--- src/rtl/voxel_ram_loader_if.sv ---
// Byte-stream input and single-bit RAM write port of the voxel RAM loader.
// The loader takes the slave side; the producer/RAM side takes the master side.
interface voxel_ram_loader_if #(
  parameter int ADDR_BITS = 15
) ();
  logic                 in_valid;
  logic [7:0]           in_data;
  logic                 in_ready;
  logic                 we;
  logic [ADDR_BITS-1:0] waddr;
  logic                 wdata;

  modport master (
    output in_valid, in_data,
    input  in_ready, we, waddr, wdata
  );

  modport slave (
    input  in_valid, in_data,
    output in_ready, we, waddr, wdata
  );
endinterface

--- src/rtl/voxel_ram_loader.sv ---
// Write-side front end for the voxel occupancy RAM: unpacks a byte stream into
// single-bit writes at ascending addresses, or zero-fills the whole RAM.
module voxel_ram_loader #(
  parameter int ADDR_BITS = 15,
  parameter bit LSB_FIRST = 1'b1
) (
  input  logic              clk,
  input  logic              rst_n,
  input  logic              clear_start,
  input  logic              load_start,
  input  logic              abort,
  voxel_ram_loader_if.slave bus,
  output logic              busy,
  output logic              done
);

  localparam logic [ADDR_BITS-1:0] LAST_ADDR = '1;

  typedef enum logic [1:0] {
    IDLE,
    CLEAR,
    LOAD_WAIT,
    LOAD_SHIFT
  } state_t;

  state_t               state;
  logic [ADDR_BITS-1:0] addr;
  logic [2:0]           bitcnt;
  logic [7:0]           shreg;

  logic                 last_bit;
  logic                 at_end;
  logic                 ready;
  logic [2:0]           bit_sel;

  assign last_bit = (bitcnt == 3'd7);
  assign at_end   = (addr == LAST_ADDR);
  // A follow-on byte may only be taken on the last bit of a group that is not the final group.
  assign ready    = (state == LOAD_WAIT) ||
                    ((state == LOAD_SHIFT) && last_bit && !at_end);
  assign bit_sel  = LSB_FIRST ? bitcnt : ~bitcnt;

  assign bus.in_ready = ready;
  assign bus.we       = (state == CLEAR) || (state == LOAD_SHIFT);
  assign bus.waddr    = addr;
  assign bus.wdata    = (state == LOAD_SHIFT) ? shreg[bit_sel] : 1'b0;
  assign busy         = (state != IDLE);

  // Abort overrides everything outside IDLE; the write shown this cycle still lands.
  always_ff @(posedge clk or negedge rst_n) begin
    if (!rst_n) begin
      state  <= IDLE;
      addr   <= '0;
      bitcnt <= '0;
      shreg  <= '0;
      done   <= 1'b0;
    end else begin
      done <= 1'b0;
      if ((state != IDLE) && abort) begin
        state  <= IDLE;
        addr   <= '0;
        bitcnt <= '0;
      end else begin
        case (state)
          IDLE: begin
            if (clear_start) begin
              state <= CLEAR;
              addr  <= '0;
            end else if (load_start) begin
              state <= LOAD_WAIT;
              addr  <= '0;
            end
          end
          CLEAR: begin
            addr <= addr + 1'b1;
            if (at_end) begin
              state <= IDLE;
              done  <= 1'b1;
            end
          end
          LOAD_WAIT: begin
            if (bus.in_valid) begin
              shreg  <= bus.in_data;
              bitcnt <= '0;
              state  <= LOAD_SHIFT;
            end
          end
          LOAD_SHIFT: begin
            addr   <= addr + 1'b1;
            bitcnt <= bitcnt + 3'd1;
            if (last_bit) begin
              if (at_end) begin
                state <= IDLE;
                done  <= 1'b1;
              end else if (bus.in_valid) begin
                shreg <= bus.in_data;
              end else begin
                state <= LOAD_WAIT;
              end
            end
          end
          default: state <= IDLE;
        endcase
      end
    end
  end

endmodule

--- src/flat_wrapper.sv ---
// flat-port wrapper written by rule: the top's interface ports become plain ports
module voxel_ram_loader_flat 
#(
  parameter int ADDR_BITS = 15,
  parameter bit LSB_FIRST = 1'b1
)
  (clk, rst_n, clear_start, load_start, abort, busy, done, bus_in_valid, bus_in_data, bus_in_ready, bus_we, bus_waddr, bus_wdata);
  voxel_ram_loader_if #(.ADDR_BITS(ADDR_BITS)) bus_i ();
  input  logic clk;
  input  logic rst_n;
  input  logic clear_start;
  input  logic load_start;
  input  logic abort;
  output logic busy;
  output logic done;
  input wire logic [$bits(bus_i.in_valid)-1:0] bus_in_valid;
  input wire logic [$bits(bus_i.in_data)-1:0] bus_in_data;
  output wire logic [$bits(bus_i.in_ready)-1:0] bus_in_ready;
  output wire logic [$bits(bus_i.we)-1:0] bus_we;
  output wire logic [$bits(bus_i.waddr)-1:0] bus_waddr;
  output wire logic [$bits(bus_i.wdata)-1:0] bus_wdata;
  assign bus_i.in_valid = bus_in_valid;
  assign bus_i.in_data = bus_in_data;
  assign bus_in_ready = bus_i.in_ready;
  assign bus_we = bus_i.we;
  assign bus_waddr = bus_i.waddr;
  assign bus_wdata = bus_i.wdata;
  voxel_ram_loader #(.ADDR_BITS(ADDR_BITS), .LSB_FIRST(LSB_FIRST)) u_core (.clk(clk), .rst_n(rst_n), .clear_start(clear_start), .load_start(load_start), .abort(abort), .bus(bus_i), .busy(busy), .done(done));
endmodule
--- config.mk ---
export PLATFORM = sky130hd
export DESIGN_NAME = voxel_ram_loader_flat
export DESIGN_NICKNAME = d
export VERILOG_FILES = /design/src/rtl/voxel_ram_loader_if.sv /design/src/rtl/voxel_ram_loader.sv /design/src/flat_wrapper.sv
export SDC_FILE = /design/constraint.sdc
export NUM_CORES = 1
export LEC_CHECK = 0
export CORE_MARGIN = 3
export CORE_UTILIZATION = 30
export DETAILED_ROUTE_END_ITERATION = 10
export SLEW_MARGIN = 20
export SYNTH_ARGS = -nofsm -noshare
export SYNTH_HDL_FRONTEND = slang
export SYNTH_SLANG_ARGS = --single-unit
--- constraint.sdc ---
create_clock -name clk -period 3.5 [get_ports clk]
set_clock_uncertainty 0.15 [all_clocks]
set_input_delay 0.35 -clock clk [delete_from_list [all_inputs] [get_ports clk]]
set_output_delay 0.35 -clock clk [all_outputs]
set_load 0.02 [all_outputs]
# Word level (Yosys, flattened, before mapping)
# Cells that the tools add are included.
# totals
regBits,29
input_bits,14
out_inout_bits,20
wordCells,64
# op_classes
addsub,2
n_lt_le_gt_ge,1
eq_ne,12
mux,27
bitwise_logic,1
reduce_logical,16
# ops
op,n
15-bit 2-to-1 mux,3
15-bit one-hot mux with 2 select lines,1
8-bit 2-to-1 mux,3
2-bit 2-to-1 mux,8
8-bit one-hot mux with 2 select lines,1
"15-bit by 1-bit adder with 15-bit output, second input constant",1
"15-bit equality test, second input constant",1
"4-bit by 3-bit != test with 1-bit output, second input constant",2
2-bit one-hot mux with 4 select lines,1
3-bit 2-to-1 mux,2
"3-bit by 2-bit != test with 1-bit output, second input constant",2
3-bit one-hot mux with 2 select lines,1
3-bit nonzero test,2
1-bit 2-to-1 mux,5
5-bit AND reduction,1
"2-bit equality test, second input constant",2
"3-bit by 4-bit less-than comparator with 1-bit output, second input constant",1
2-bit AND reduction,2
4-bit AND reduction,1
2-bit nonzero test,2
"3-bit by 1-bit adder with 3-bit output, second input constant",1
1-bit binary-select mux with 3-bit select,1
"3-bit equality test, second input constant",1
1-bit logical AND,3
other kinds (10),11

# Longest topological paths before layout
# Gate-level depths: netlist of run 1.
# logic_depth
depth_word,5
mapped_depth,6
ltp_nobuf,6

# Least setup slack after synthesis of run 1
# Ideal clock, no wire load.
# synth_timing
path_type,register to register
start,"reg u_core.addr[0], in the netlist u_core.bus.waddr[0]"
end,reg u_core.state[0]
t_arrival_ns,1.760
required_ns,3.224
path_slack_ns,1.464
stages_incl_launch_ff,5
path_buffers,0
period_less_slack_ns,2.036
path_cell_list,dfrtp_1 > ha_1 > nand3_2 > or4_4 > a221o_1
# synth_via
elab_chain_cells,5
elab_cells_between_ends,8
cone_classes,eq/ne (3); mux (4); reduce/logical (1)
# synth_rtl
element,line,source
start: declaration,voxel_ram_loader.sv:27,logic [ADDR_BITS-1:0] addr;
start signal: assignment,voxel_ram_loader.sv:75,addr <= addr + 1'b1;
start signal: assignment,voxel_ram_loader.sv:89,addr <= addr + 1'b1;
15-bit equality test *,voxel_ram_loader.sv:37,assign at_end = (addr == LAST_ADDR);
2-bit 2-to-1 mux,voxel_ram_loader.sv:92,if (at_end) begin
2-bit 2-to-1 mux,voxel_ram_loader.sv:91,if (last_bit) begin
2-bit one-hot mux with 4 select lines,voxel_ram_loader.sv:64,case (state)
2-bit 2-to-1 mux,voxel_ram_loader.sv:59,if ((state != IDLE) && abort) begin
end signal: assignment,voxel_ram_loader.sv:60,state <= IDLE;
end signal: assignment,voxel_ram_loader.sv:67,state <= CLEAR;
end signal: assignment,voxel_ram_loader.sv:93,state <= IDLE;
end: declaration,voxel_ram_loader.sv:26,state_t state;
# Every way passes the cells marked *; elsewhere a longest branch is shown, timed or not. The select of a mux whose other input is x is not followed.
# A chain may end at the register's enable or synchronous reset.

# Final worst setup path of run 1
# layout_timing
start,"reg u_core.addr[0], in the netlist u_core.bus.waddr[0]"
end,out bus_in_ready
# layout_via
elab_chain_cells,4
# layout_rtl
element,line,source
15-bit equality test,voxel_ram_loader.sv:37,
1-bit zero test,voxel_ram_loader.sv:40,((state == LOAD_SHIFT) && last_bit && !at_end);
1-bit logical AND,voxel_ram_loader.sv:40,
1-bit logical OR,voxel_ram_loader.sv:39,assign ready = (state == LOAD_WAIT) ||
end: declaration,flat_wrapper.sv:18,output wire logic [$bits(bus_i.in_ready)-1:0] bus_in_ready;
# No other way between the ends.

==> reports/qor.yml, run 1 <==
maxCapViolations: 0
synthesis.area_mm2: 0.00158
setup_ws_ns: 0.832
holdBufCountCts: 0
dieArea_mm2: 0.00617
status: "complete, no violations"
p_leak_nw: 0.837
tightest_slew_ns: 0.611
place_hpwl_um: 2590
grt_max_degree: 30
yosys-top-cells-area: "dfrtp_1 46%, o21ai_0 5.7%, mux2_2 5.7%, nand2_1 3.6%, a21oi_1 2.9%"
remaining_drc_errors: 0
power_density_mw_per_mm2: 555
cp_cell_sequence: "ha_1, nand3_2, nor4_4, nor3b_1, clkdlybuf4s50_1"
finalSetupTns_ns: 0
first_global_vias: 1232
clock_sinks: 29
path_clk_slew_ns: 0.06
dp_slack_ns: 1.11
synth_top_area_cell: "dfrtp_1"
area_growth_pct: 30.3
synth_edf_count: 0
cts_setup_buffers: 0
fp.dieW_um: 78.6
setup_viol: 0
ys_seq_area_share_pct: 46.0
grtUsageMet2_pct: 19.3
arrival_ns: 2.17
cts_resized: 0
synthFlopType: "dfrtp_1"
ant_nets: 0
die_h_um: 78.6
drive_above_1_share_pct: 13.8
gp_congestion: 0.771
cts_buffers: 5
synth_top_area_share_pct: 46.0
min_period_ns: 2.67
max_stage_delay_ns: 0.55
clockRootBuffer: "clkbuf_8"
fp.coreArea_mm2: 0.00491
rows: 25
crit_path_max_fanout: 7
rsz0062_at_grt: "no"
crit_family: "simple AND/OR/NAND/NOR gates"
viasPerCell: 5.18
cp.required_ns: 3.00
synth.net_count: 171
clkLatencyLatePin_ns: 0.28
start_util_pct: 32.2
cts_buffer_depth: 2
cts_max_level: 2
top_usage_layer: "met2"
grt_use_total_pct: 13.1
start_kind: "flop"
syn_area_per_cell_um2: 10.3
synthCells: 154
criticalPathCategory: "reg2out"
cts_tree: "yes"
hold_slack_ns: 0.306
worst_setup_path_end_kind: "output pin"
gr-total-overflow: 0
ys_warn_count: 0
fmax_ghz: 0.375
drt_iter0_markers: 110
ir_worst_vdd_mv: 0.296
portBuffers: 33
vias: 1322
wl_um: 3680
maxSlewHeadroom_pct: 59.2
nets: 204
ys_async_sr_fraction_pct: 100
grt_pass1_wl_um: 6370
wl_per_cell_um: 14.4
io_pins: 34
finalCritPeriodShare_pct: 76.2
grtUsageMet3_pct: 2.98
drv_slew: 0
slowest_stage: "clkdlybuf4s50_1"
antenna_found_initial: 0
final_util_pct: 41.9
drtPass1Iterations: 4
ys_types: 42
path_buf_inv: 1
hold_path.class: "in2async"
diodes: 0
ys_ff_latch: 29
grtUsageMet1_pct: 18.4
hold_viol_final: 0
==> worst reg2reg max path, stage by stage, from the launching register on <==
cell and delay [ns]:
dfrtp_1 0.44, ha_1 0.25, nand3_2 0.16, or4_4 0.59
a221o_1 0.31
==> synth_stat cells (all sizes together) (3+ instances only) <==
cell type,count
a21oi,9
a31oi,3
buf,7
dfrtp,29
ha,3
inv,4
mux2,8
nand2,15
nand3,6
nand4,7
nor2,6
nor2b,4
nor3,4
o21ai,18
or4,3
==> power breakdown <==
part | internal, W | switching, W
logic | 0.000184 | 0.000168
clock network | 0.000178 | 0.000131
registers | 0.000405 | 0.0000770
total | 0.000767 | 0.000376
==> state kept, by name, summed over array words and instances (netlist names) <==
register / count
u_core.bus.waddr: 15
u_core.state: 2
u_core.bit_sel: 3
u_core.shreg: 8
u_core.done: 1
==> layout by cell type, fill, tap and decap left out, types with 2 or more instances in the layout <==
cell type        Yosys  layout
a21oi_1              9       9
a31oi_1              3       3
a32o_1               2       2
and3_1               2       2
and4_1               2       2
buf_4                1       2
clkbuf_8             0       7
clkdlybuf4s50_1      0      33
dfrtp_1             29      29
ha_1                 3       3
inv_1                4       4
mux2_2               8       8
mux4_2               2       2
nand2_1             15      15
nand2b_1             2       2
nand3_1              5       5
nand4_1              6       6
nor2_1               6       6
nor2b_1              3       3
nor3_1               3       3
o21ai_0             18      18
o22ai_1              2       2
o31ai_1              2       2
or4_1                2       2
==> metrics by stage <==
stage | total power [W] | std cells | cell area (µm²)
6_report | 0.00114 | 255 | 2060
5_1_grt | 0.00122 | 255 | 2060
4_1_cts | 0.00115 | 255 | 2060
3_5_place_dp | 0.000842 | 247 | 1960
3_3_place_gp | 0.000841 | 247 | 1960
2_1_floorplan | 0.000722 | 154 | 1580
==> cells by family (layout without fill, tap and decap cells) <==
family / count (synthesis) / count (layout) / synth area share (%)
compound gates: 44 / 44 / 17.3
flops: 29 / 29 / 46.0
mux: 11 / 11 / 9.19
buf+inv: 13 / 47 / 4.20
simple gates: 54 / 54 / 21.0
fa+ha+maj: 3 / 3 / 2.38
==> per-layer routing <==
layer | share of wire, % | vias to the layer above
met4 | 1.6 | 0
met2 | 45 | 30
met5 | 0 | -
met3 | 4.6 | 5
li1 | - | 642
met1 | 49 | 645
==> path summary, 6_finish.rpt <==
kind	slack, ns	end	start	cells past startpoint
max	0.83	bus_in_ready	u_core.bus.waddr[0]	5
min	0.31	u_core.shreg[7]	rst_n	2
max reg2reg	1.50	u_core.state[0]	u_core.bus.waddr[0]	4
min reg2reg	0.36	u_core.shreg[0]	u_core.shreg[0]	1
max in group asynchronous	2.61	u_core.bus.waddr[9]	rst_n	2
min in group clk	0.36	u_core.shreg[0]	u_core.shreg[0]	1
==> cell type report <==
type	instances	area [µm²]
Clock inverter	1	5.00
Inverter	4	15.0
Timing Repair Buffer	35	345
Tap cell	67	83.8
Sequential cell	29	726
Clock buffer	7	96.3
Multi-Input combinational cell	112	787
Fill cell	492	2850
Power figures use the tool's default switching activity.
==> run 2, diff against run 1 <==
clock period = 2.7 ns   (was 3.5 ns; I/O delays follow)
==> reports/qor.yml, run 2 (synthesis results as in run 1) <==
status: "complete, no violations"  # unchanged
gp_congestion: 0.770  # was 0.771
antenna_found_initial: 0  # unchanged
io_pins: 34  # unchanged
worst_r2r_endpoint: "u_core.state[0]"  # unchanged
maxSlewHeadroom_pct: 66.6  # was 59.2%
switching_share_pct: 32.7  # was 32.9%
ant_nets: 0  # unchanged
path_buf_inv: 1  # unchanged
holdBufCountCts: 0  # unchanged
drv_slew: 0  # unchanged
clockRootBuffer: "clkbuf_8"  # unchanged
wl_per_cell_um: 14.3  # was 14.4 µm
drive_above_1_share_pct: 14.7  # was 13.8%
wl_um: 3680  # about the same
first_global_vias: 1316  # was 1,232
intPower_w: 0.00101  # was 0.000767 W
max_stage_delay_ns: 0.65  # was 0.55 ns
cp_cell_sequence: "ha_1, nand3_2, nor4_4, nor3b_1, clkdlybuf4s50_1"  # unchanged
r2r_slack_ns: 0.68  # was 1.50 ns
start_kind: "flop"  # unchanged
grt_use_total_pct: 13.3  # was 13.1%
slowest_stage: "clkdlybuf4s50_1"  # unchanged
tightest_slew_ns: 0.501  # was 0.611 ns
diodes: 0  # unchanged
maxCapViolations: 0  # unchanged
rows: 25  # unchanged
arrival_ns: 2.12  # was 2.17 ns
clkPwrFrac_pct: 26.5  # was 27.0%
cp.required_ns: 2.28  # was 3.00 ns
power_switching_w: 0.000490  # was 0.000376 W
final_common_cell: "clkdlybuf4s50_1"  # unchanged
design_area_mm2: 0.00207  # was 0.00206 mm²
hold_path.class: "in2async"  # unchanged
min_period_ns: 2.54
nets: 206  # was 204
grt_max_degree: 20  # was 30
vias: 1291  # was 1,322
viasPerCell: 5.02  # was 5.18
seqPwrFrac_pct: 40.4  # was 42.2%
setup_viol: 0  # unchanged
finalCritPeriodShare_pct: 94.0
drt_iter0_markers: 99  # was 110
drtPass1Iterations: 4  # unchanged
fp.dieW_um: 78.6  # unchanged
finalSetupTns_ns: 0  # unchanged
cts_resized: 0  # unchanged
die_h_um: 78.6  # unchanged
gr-total-overflow: 0  # unchanged
criticalPathCategory: "reg2out"  # unchanged
largest_register_ffs: 15  # unchanged
p_leak_nw: 0.847  # was 0.837 nW
rsz0062_at_grt: "no"  # unchanged
cts_buffer_depth: 2  # unchanged
ir_worst_vdd_mv: 0.260  # was 0.296 mV
rr_startpoint: "u_core.bus.waddr[0]"  # unchanged
crit_path_max_fanout: 7  # unchanged
fmax_ghz: 0.394
cts_setup_buffers: 0  # unchanged
cts_tree: "yes"  # unchanged
cts_max_level: 2  # unchanged
post_dp_cell_area_mm2: 0.00197  # was 0.00196 mm²
clkLatencyLatePin_ns: 0.28  # about the same
grt_pass1_wl_um: 6560  # was 6370 µm
path_clk_slew_ns: 0.06  # about the same
remaining_drc_errors: 0  # unchanged
hold_viol_final: 0  # unchanged
start_util_pct: 32.2  # unchanged
area_growth_pct: 31.3  # was 30.3%
fp.coreArea_mm2: 0.00491  # unchanged
dieArea_mm2: 0.00617  # unchanged
final_cell_mix: "33 x clkdlybuf4s50_1, 29 x dfrtp_1, 18 x o21ai_0"  # unchanged
portBuffers: 33  # unchanged
cts_buffers: 5  # unchanged
power_density_mw_per_mm2: 723  # was 555 mW/mm²
place_hpwl_um: 2680  # was 2590 µm
combPwrFrac_pct: 33.1  # was 30.8%
worst_setup_path_end_kind: "output pin"  # unchanged
crit_family: "buffers and inverters"  # was simple AND/OR/NAND/NOR gates
reg2reg_depth: 4  # unchanged
clock_sinks: 29  # unchanged
-- run 2: layout make-up --
| type | count | area, µm² |
|---|---|---|
| fillers | 467 | 2840 |
| multi-input cells | 112 | 787 |
| flip-flops and latches | 29 | 726 |
| repair buffers | 37 | 360 |
| clock buffers | 7 | 96.3 |
| well taps | 67 | 83.8 |
| inverters | 4 | 15.0 |
| clock inverters | 1 | 5.00 |
-- run 2: routing by layer --
metal  vias up  track usage, %  part of all wire [%]
li1        644               -                     -
met1       616            18.8                    49
met2        24            19.9                    47
met3         7            3.21                   3.0
met4         0            4.20                   1.4
met5         -               0                     0
-- run 2: how the worst max path moves through the flow --
stage	startpoint	end	slack [ns]	depth (start not counted)
after detailed placement	u_core.bus.waddr[0]	bus_in_ready	0.39	5
final	u_core.bus.waddr[0]	bus_in_ready	0.16	5
after global routing	u_core.bit_sel[0]	bus_in_ready	0.04	5
after CTS	u_core.bus.waddr[0]	bus_in_ready	0.09	5
after global placement	u_core.bus.waddr[0]	bus_in_ready	0.43	5
after floorplan	u_core.bus.waddr[0]	u_core.state[0]	0.66	4
-- run 2: power by group through the flow --
stage | combinational, W | clock, W | sequential (W)
finish | 0.000497 | 0.000397 | 0.000605
global route | 0.000556 | 0.000432 | 0.000623
CTS | 0.000503 | 0.000408 | 0.000606
detailed placement | 0.000499 | 0 | 0.000613
global placement | 0.000492 | 0 | 0.000610
floorplan | 0.000334 | 0 | 0.000602
-- run 2: stage by stage --
stage	worst slack [ns]	hold WS (ns)	cells	total power [W]	utilization [%]
after floorplan	0.664	-0.176	154	0.000936	-
after global placement	0.433	0.343	249	0.00110	40.2
after detailed placement	0.386	0.346	249	0.00111	40.2
after CTS	0.0864	0.192	257	0.00152	42.2
after global routing	0.0414	0.205	257	0.00161	42.2
final	0.163	0.175	257	0.00150	42.2
